[config.mk]
export PLATFORM = sky130hd
export DESIGN_NAME = lcd_text_feeder_flat
export DESIGN_NICKNAME = d
export VERILOG_FILES = /design/src/rtl/lcd_pkg.sv /design/src/rtl/lcd_text_feeder_if.sv /design/src/rtl/lcd_char_fifo.sv /design/src/rtl/lcd_text_feeder.sv /design/src/flat_wrapper.sv
export SDC_FILE = /design/constraint.sdc
export NUM_CORES = 1
export LEC_CHECK = 0
export ABC_AREA = 0
export BUFFER_PORTS_ARGS = -buffer_cell sky130_fd_sc_hd__buf_2
export CORE_ASPECT_RATIO = 0.7
export CORE_MARGIN = 2
export CORE_UTILIZATION = 55
export DETAILED_ROUTE_END_ITERATION = 8
export HOLD_SLACK_MARGIN = 0.03
export PLACE_DENSITY_LB_ADDON = 0.2
export SLEW_MARGIN = 20
export SYNTH_ARGS = -nofsm -noshare
export SYNTH_HDL_FRONTEND = slang
export SYNTH_SLANG_ARGS = --single-unit
[constraint.sdc]
create_clock -name clk -period 4.5 [get_ports clk]
set_input_delay 0.45 -clock clk [delete_from_list [all_inputs] [get_ports clk]]
set_output_delay 0.45 -clock clk [all_outputs]
set_load 0.1 [all_outputs]
[src/rtl/lcd_pkg.sv]
// Shared constants, bus layout and FSM state type for the LCD text feeder.
package lcd_pkg;

    localparam logic [7:0] LCD_CMD_CLEAR     = 8'h01;
    localparam logic [7:0] LCD_CMD_SET_DDRAM = 8'h80;
    localparam logic [7:0] LCD_LINE2_OFFSET  = 8'h40;
    localparam logic [7:0] CHAR_NL           = 8'h0A;
    localparam logic [7:0] CHAR_CR           = 8'h0D;

    localparam int RS_BIT = 9;
    localparam int RW_BIT = 8;

    typedef enum logic [1:0] {IDLE, ISSUE, WAIT} feeder_state_t;

    // Set-DDRAM-address command for a cursor position on the 2x16 display.
    function automatic logic [9:0] ddram_cmd(input logic line, input logic [3:0] col);
        logic [7:0] addr;
        addr = LCD_CMD_SET_DDRAM | (line ? LCD_LINE2_OFFSET : 8'h00) | {4'h0, col};
        return {2'b00, addr};
    endfunction

endpackage

[src/rtl/lcd_text_feeder_if.sv]
// Character stream in, LCD driver transaction handshake out.
interface lcd_text_feeder_if;

    logic [7:0] in_char;
    logic       in_valid;
    logic       in_ready;
    logic       busy;
    logic       lcd_enable;
    logic [9:0] lcd_bus;

    modport master (
        input  in_char, in_valid, busy,
        output in_ready, lcd_enable, lcd_bus
    );

    modport slave (
        output in_char, in_valid, busy,
        input  in_ready, lcd_enable, lcd_bus
    );

endinterface

[src/rtl/lcd_char_fifo.sv]
// Synchronous DEPTH x 8 character FIFO; a push while full is dropped.
module lcd_char_fifo #(
    parameter int unsigned DEPTH = 16
) (
    input  logic       clk,
    input  logic       rst,
    input  logic       push,
    input  logic [7:0] wdata,
    input  logic       pop,
    output logic [7:0] rdata,
    output logic       full,
    output logic       empty
);

    localparam int unsigned AW = $clog2(DEPTH);
    localparam logic [AW:0] FULL_COUNT = (AW + 1)'(DEPTH);

    logic [7:0]    mem [DEPTH];
    logic [AW-1:0] wr_ptr;
    logic [AW-1:0] rd_ptr;
    logic [AW:0]   count;
    logic          do_push;
    logic          do_pop;

    assign full    = (count == FULL_COUNT);
    assign empty   = (count == '0);
    assign do_push = push && !full;
    assign do_pop  = pop && !empty;
    assign rdata   = mem[rd_ptr];

    always_ff @(posedge clk) begin
        if (rst) begin
            wr_ptr <= '0;
            rd_ptr <= '0;
            count  <= '0;
        end else begin
            if (do_push) wr_ptr <= wr_ptr + 1'b1;
            if (do_pop)  rd_ptr <= rd_ptr + 1'b1;
            case ({do_push, do_pop})
                2'b10:   count <= count + 1'b1;
                2'b01:   count <= count - 1'b1;
                default: count <= count;
            endcase
        end
    end

    always_ff @(posedge clk) begin
        if (do_push) mem[wr_ptr] <= wdata;
    end

endmodule

[src/rtl/lcd_text_feeder.sv]
// Buffers characters, tracks the 2x16 cursor and feeds one LCD command per
// driver transaction, inserting set-address commands at wrap, newline and clear.
module lcd_text_feeder
    import lcd_pkg::*;
#(
    parameter int unsigned DEPTH       = 16,
    parameter int unsigned HOLD_CYCLES = 1600,
    parameter int unsigned CLR_CYCLES  = 6000,
    parameter int unsigned CNT_W       = 14,
    parameter int unsigned COLS        = 16
) (
    input  logic                      clk,
    input  logic                      rst,
    lcd_text_feeder_if.master         lcd,
    input  logic                      clr_req,
    output logic [3:0]                cursor_col,
    output logic                      cursor_line,
    output logic                      idle
);

    feeder_state_t state_q, state_d;

    logic [7:0]       fifo_rdata;
    logic             fifo_full;
    logic             fifo_empty;
    logic             pop;
    logic             sel_cmd;
    logic             sel_clr;
    logic [9:0]       cmd;
    logic [9:0]       bus_q;
    logic             is_clr_q;
    logic             addr_pending_q;
    logic             clr_pending_q;
    logic [CNT_W-1:0] hold_cnt_q;
    logic [3:0]       col_q;
    logic             line_q;

    lcd_char_fifo #(
        .DEPTH(DEPTH)
    ) u_fifo (
        .clk  (clk),
        .rst  (rst),
        .push (lcd.in_valid),
        .wdata(lcd.in_char),
        .pop  (pop),
        .rdata(fifo_rdata),
        .full (fifo_full),
        .empty(fifo_empty)
    );

    // Command selection by priority: clear, pending address, then FIFO head.
    always_comb begin
        sel_cmd = 1'b0;
        sel_clr = 1'b0;
        pop     = 1'b0;
        cmd     = '0;
        if (state_q == IDLE && !lcd.busy) begin
            if (clr_pending_q) begin
                sel_cmd = 1'b1;
                sel_clr = 1'b1;
                cmd     = {2'b00, LCD_CMD_CLEAR};
            end else if (addr_pending_q) begin
                sel_cmd = 1'b1;
                cmd     = ddram_cmd(line_q, col_q);
            end else if (!fifo_empty) begin
                pop = 1'b1;
                if (fifo_rdata != CHAR_NL && fifo_rdata != CHAR_CR) begin
                    sel_cmd        = 1'b1;
                    cmd[RS_BIT]    = 1'b1;
                    cmd[RW_BIT]    = 1'b0;
                    cmd[7:0]       = fifo_rdata;
                end
            end
        end
    end

    always_ff @(posedge clk) begin
        if (rst) state_q <= IDLE;
        else     state_q <= state_d;
    end

    always_comb begin
        state_d = state_q;
        unique case (state_q)
            IDLE:    if (sel_cmd) state_d = ISSUE;
            ISSUE:   state_d = WAIT;
            WAIT:    if (hold_cnt_q == '0 && !lcd.busy) state_d = IDLE;
            default: state_d = IDLE;
        endcase
    end

    always_comb begin
        lcd.lcd_enable = (state_q == ISSUE);
        lcd.lcd_bus    = bus_q;
        lcd.in_ready   = !fifo_full;
        cursor_col     = col_q;
        cursor_line    = line_q;
        idle           = (state_q == IDLE) && fifo_empty && !clr_pending_q && !addr_pending_q;
    end

    always_ff @(posedge clk) begin
        if (rst) begin
            bus_q          <= '0;
            is_clr_q       <= 1'b0;
            addr_pending_q <= 1'b1;
            clr_pending_q  <= 1'b0;
            hold_cnt_q     <= '0;
            col_q          <= '0;
            line_q         <= 1'b0;
        end else begin
            if (sel_cmd) begin
                bus_q    <= cmd;
                is_clr_q <= sel_clr;
            end
            // A request landing in the same cycle as the clear is kept for another clear.
            clr_pending_q <= (clr_pending_q && !sel_clr) || clr_req;

            if (state_q == ISSUE) begin
                hold_cnt_q <= is_clr_q ? CNT_W'(CLR_CYCLES - 1) : CNT_W'(HOLD_CYCLES - 1);
            end else if (state_q == WAIT && hold_cnt_q != '0) begin
                hold_cnt_q <= hold_cnt_q - 1'b1;
            end

            if (sel_clr) begin
                col_q          <= '0;
                line_q         <= 1'b0;
                addr_pending_q <= 1'b1;
            end else if (sel_cmd && addr_pending_q) begin
                addr_pending_q <= 1'b0;
            end else if (pop) begin
                if (fifo_rdata == CHAR_NL) begin
                    line_q         <= ~line_q;
                    col_q          <= '0;
                    addr_pending_q <= 1'b1;
                end else if (fifo_rdata == CHAR_CR) begin
                    col_q          <= '0;
                    addr_pending_q <= 1'b1;
                end else if (col_q == 4'(COLS - 1)) begin
                    col_q          <= '0;
                    line_q         <= ~line_q;
                    addr_pending_q <= 1'b1;
                end else begin
                    col_q <= col_q + 1'b1;
                end
            end
        end
    end

endmodule

[src/flat_wrapper.sv]
// flat-port wrapper written by rule: the top's interface ports become plain ports
module lcd_text_feeder_flat import lcd_pkg::*;
#(
    parameter int unsigned DEPTH       = 16,
    parameter int unsigned HOLD_CYCLES = 1600,
    parameter int unsigned CLR_CYCLES  = 6000,
    parameter int unsigned CNT_W       = 14,
    parameter int unsigned COLS        = 16
)
  (clk, rst, clr_req, cursor_col, cursor_line, idle, lcd_in_char, lcd_in_valid, lcd_busy, lcd_in_ready, lcd_lcd_enable, lcd_lcd_bus);
  lcd_text_feeder_if lcd_i ();
  input  logic clk;
  input  logic rst;
  input  logic clr_req;
  output logic [3:0] cursor_col;
  output logic cursor_line;
  output logic idle;
  input wire logic [$bits(lcd_i.in_char)-1:0] lcd_in_char;
  input wire logic [$bits(lcd_i.in_valid)-1:0] lcd_in_valid;
  input wire logic [$bits(lcd_i.busy)-1:0] lcd_busy;
  output wire logic [$bits(lcd_i.in_ready)-1:0] lcd_in_ready;
  output wire logic [$bits(lcd_i.lcd_enable)-1:0] lcd_lcd_enable;
  output wire logic [$bits(lcd_i.lcd_bus)-1:0] lcd_lcd_bus;
  assign lcd_i.in_char = lcd_in_char;
  assign lcd_i.in_valid = lcd_in_valid;
  assign lcd_i.busy = lcd_busy;
  assign lcd_in_ready = lcd_i.in_ready;
  assign lcd_lcd_enable = lcd_i.lcd_enable;
  assign lcd_lcd_bus = lcd_i.lcd_bus;
  lcd_text_feeder #(.DEPTH(DEPTH), .HOLD_CYCLES(HOLD_CYCLES), .CLR_CYCLES(CLR_CYCLES), .CNT_W(CNT_W), .COLS(COLS)) u_core (.clk(clk), .rst(rst), .lcd(lcd_i), .clr_req(clr_req), .cursor_col(cursor_col), .cursor_line(cursor_line), .idle(idle));
endmodule
==> results_tabular.tex <==
\begin{tabular}{lr}
\hline
Metric & Value \\
\hline
\multicolumn{2}{l}{\textbf{Synth}} \\
Count of cell types in the netlist & 60 \\
Total standard cell area after synthesis & 7502 sq um \\
Net count of the mapped netlist & 526 \\
Post-Synthesis Mean Instance Area & 14.97 sq um \\
Number of warnings issued by yosys & 0 \\
Primary FF master, synth & edfxtp\_1 \\
Post-synthesis mux area share & 0.1116 \\
Post-synthesis sequential element count & 178 \\
Sequential-to-total area share from yosys stat & 0.6458 \\
Compound-gate portion of the synthesized area & 0.08039 \\
Xor and xnor fraction of the mapped netlist area & 0.02568 \\
Post-Synth Simple-Gate Area & 0.09156 \\
Adder and majority gate portion of the synthesized area & 0.02101 \\
Dominant combinational cell family by area after synthesis & multiplexers \\
Number of flops mapped to enable cells by yosys & 128 \\
Proportion of synthesized flip-flops having asynchronous set or reset & 0 \\
Gate count of the mapped netlist & 501 \\
\multicolumn{2}{l}{\textbf{Placed design}} \\
Post-detail-place hpwl & 10,180 microns \\
Gp weighted congestion & 0.8635 \\
Placement Setup Slack & 0.9662 ns \\
Port Buf Inserts & 29 \\
\multicolumn{2}{l}{\textbf{Die}} \\
Die span in x & 143.6 microns \\
Boundary pin count & 31 \\
Vertical extent of the die & 101.7 microns \\
Cell row count & 35 \\
Initial standard-cell utilization of the core & 0.5673 \\
Core box area & 13,230 sq um \\
Die ar. & 14,610 sq um \\
\multicolumn{2}{l}{\textbf{Hold path}} \\
Sink of the worst hold path & u\_core.clr\_pending\_q \\
Count of cells along the worst hold path & 3 \\
Path class of the lowest-slack min-delay path & in -> reg \\
Origin of the worst min-delay path & clr\_req \\
\multicolumn{2}{l}{\textbf{STA}} \\
Final Hold Violating Endpoints & 0 \\
Fin crit period & 3.507 ns \\
Fmax achieved & 285.2 MHz \\
Setup Skew & 0.01472 ns \\
Worst-case setup margin in the final layout & 0.9933 ns \\
Sum of negative setup slack & 0 ns \\
Actual slew at the worst max-slew pin & 1.090 ns \\
Setup repair after global routing missed its margin & false \\
Endpoints failing setup & 0 \\
Crit share post-route & 0.7793 \\
Max-slew headroom & 0.2704 \\
Number of max-slew violations in the final report & 0 \\
\multicolumn{2}{l}{\textbf{Power and ir drop}} \\
Power density relative to cell area & 437.4 nW/um\^{}2 \\
Highest ir drop seen on vdd & 0.2982 mV \\
Leak Pwr & 2.865 nW \\
\multicolumn{2}{l}{\textbf{CTS}} \\
Insertion delay of the later-clocked pin in the worst-skew pair & 0.43 ns \\
TritonCTS clock tree & yes \\
Root cell of the clock tree & clkbuf\_16 \\
Post-CTS setup buffers & 0 \\
Clock Sink Count & 178 \\
TritonCTS buffer count & 17 \\
Post-CTS Resized & 0 \\
Deepest level of the CTS H-tree & 4 \\
Quantity of hold-fixing buffers added after cts & 0 \\
Clock slew at reported path FFs & 0.07 ns \\
Largest buffer count on any clock path & 2 \\
\multicolumn{2}{l}{\textbf{Drt}} \\
Vias per Instance & 5.992 \\
Count of routing violations after the opening detailed-route iteration & 414 \\
Count of nets left with antenna violations after detail routing & 0 \\
Vias & 4,374 \\
Count of unresolved DRC violations after routing & 0 \\
First-pass iteration count of the detailed router & 5 \\
Average wire per standard cell & 20.99 microns \\
Wirelength, routed & 15,320 microns \\
\multicolumn{2}{l}{\textbf{Layout}} \\
Ant diodes & 0 \\
Synth-to-Final Area Change & 11.81\% \\
Most common cell after layout, fill and taps aside & edfxtp\_1 \\
Leading cell types in the layout, fill and taps excluded & 128 x edfxtp\_1, 49 x dfxtp\_1, 44 x nor2\_1 \\
Ratio of cells with drive above 1 in the final layout & 0.1890 \\
Final Net Count & 557 \\
\multicolumn{2}{l}{\textbf{Critical path}} \\
Number of cells on the worst reg-to-reg path & 11 \\
Series of cell instances along the critical path & nor4\_1 > nand2b\_1 > nand2\_1 > inv\_1 > ha\_1 > fa\_1 > a21o\_1 > a21oi\_1 > xor2\_1 > or3\_1 > a21oi\_1 \\
Slowest stage cell on the critical path & fa\_1 \\
Endpoint of the most critical register-to-register path & u\_core.u\_fifo.count[4] \\
Most common cell on crit path & a21oi\_1 \\
Delay of the slowest cell on the worst path & 0.50 ns \\
Largest fanout on the critical path & 14 \\
Required time of the worst setup path & 4.86 ns \\
Worst setup path category & reg -> reg \\
Endpoint arrival time on the critical path & 3.86 ns \\
R2r setup slk & 0.99 ns \\
Origin of the critical flop-to-flop path & u\_core.u\_fifo.count[0] \\
Kind of start point of the critical path & register \\
Crit. End Element & register \\
\multicolumn{2}{l}{\textbf{Global routing}} \\
Remaining Overflow, GRT & 0 \\
Global-route wire length before repair & 23,990 microns \\
Number of antenna violations at the first check in global routing & 1 \\
Maximum number of pins on one net before global-route repair & 42 \\
Vias in the first global route & 4,220 \\
Global Route Usage Sum & 0.2253 \\
\multicolumn{2}{l}{\textbf{Flow run}} \\
Number of max-cap violations & 0 \\
\multicolumn{2}{l}{\textbf{Status}} \\
Run status & complete, no violations \\
\hline
\end{tabular}
==> stage by stage <==
step	area, sq um	util	instances	power (mW)	hold slack (ns)
6_report	8388	0.6342	730	3.669	0.2323
5_1_grt	8388	0.6342	730	3.790	0.2321
4_1_cts	8386	0.6341	730	3.684	0.2197
3_5_place_dp	7792	0.5892	698	2.238	0.4841
3_3_place_gp	7792	0.5892	698	2.225	0.4839
2_1_floorplan	7502	-	501	2.148	0.4512
==> how the worst max path moves through the flow <==
stage	startpoint	endpoint	slack, ns	cells after the start
finish	u_core.u_fifo.count[0]	u_core.u_fifo.count[4]	0.99	11
global route	u_core.u_fifo.count[0]	u_core.u_fifo.count[4]	0.79	11
CTS	u_core.u_fifo.count[0]	u_core.u_fifo.count[4]	1.04	11
detailed placement	lcd_busy	u_core.u_fifo.count[4]	0.97	12
global placement	lcd_busy	u_core.u_fifo.count[4]	1.10	12
floorplan	u_core.u_fifo.count[0]	idle	0.23	3
==> worst max-delay path, delay by kind of cell (launching register included) <==
| family | cells | cell delay (ns) |
|---|---|---|
| xor+xnor | 1 | 0.10 |
| fa+ha+maj | 2 | 0.87 |
| flops | 1 | 0.36 |
| simple gates | 4 | 1.32 |
| compound gates | 3 | 0.51 |
| buf+inv | 1 | 0.29 |
==> synthesized netlist by cell type (6+ instances only) <==
library cell / count / area (sq um)
a21oi_1: 33 / 165.2
a31oi_1: 6 / 37.54
clkbuf_1: 11 / 41.29
dfxtp_1: 50 / 1001
edfxtp_1: 128 / 3844
ha_1: 11 / 137.6
inv_1: 9 / 33.78
mux2i_1: 9 / 90.09
mux4_1: 13 / 341.6
mux4_2: 18 / 405.4
nand2_1: 21 / 78.83
nand2b_1: 6 / 37.54
nor2_1: 45 / 168.9
nor2b_1: 9 / 56.30
nor3_1: 11 / 55.05
nor4_1: 6 / 37.54
o211ai_1: 7 / 52.55
xnor2_1: 10 / 87.58
xor2_1: 12 / 105.1
==> cells by family (layout without fill, tap and decap cells) <==
family	Yosys count	after routing
other cells	1	1
compound gates	83	83
fa+ha+maj	12	12
mux	40	40
flops	178	178
xor+xnor	22	22
buf+inv	32	76
simple gates	133	133
==> final cells by class <==
type | count | area (sq um)
Clock buffer | 17 | 425.4
Clock inverter | 15 | 167.7
Fill cell | 998 | 4837
Inverter | 9 | 33.78
Multi-Input combinational cell | 291 | 2494
Sequential cell | 178 | 4846
Tap cell | 185 | 231.5
Timing Repair Buffer | 35 | 190.2
==> state kept, by name, indices dropped and copies added, names as in the netlist, named ones only <==
signal and flops:
u_core.u_fifo.wr_ptr 4, u_core.lcd.lcd_bus 9, u_core.cursor_col 4, u_core.hold_cnt_q 14, u_core.u_fifo.count 5, u_core.cursor_line 1
u_core.is_clr_q 1, u_core.addr_pending_q 1, u_core.clr_pending_q 1, u_core.state_q 2, u_core.u_fifo.mem 128, u_core.u_fifo.rd_ptr 4
==> power breakdown <==
group	total, mW	internal [mW]	switching, mW
combinational	0.353	0.119	0.233
clock	1.46	0.790	0.674
sequential	1.85	1.81	0.0458
total	3.67	2.72	0.953
==> routing by layer <==
metal	part of all wire	routed length [microns]	track usage	vias to the layer above
li1	-	-	-	2026
met1	0.48	7385	0.3413	2224
met3	0.054	823	0.06147	14
met5	0.00085	13	0	-
met4	0.0072	111	0.04600	2
met2	0.46	6989	0.3330	108
Note: power is estimated with default switching activity, not from simulation.
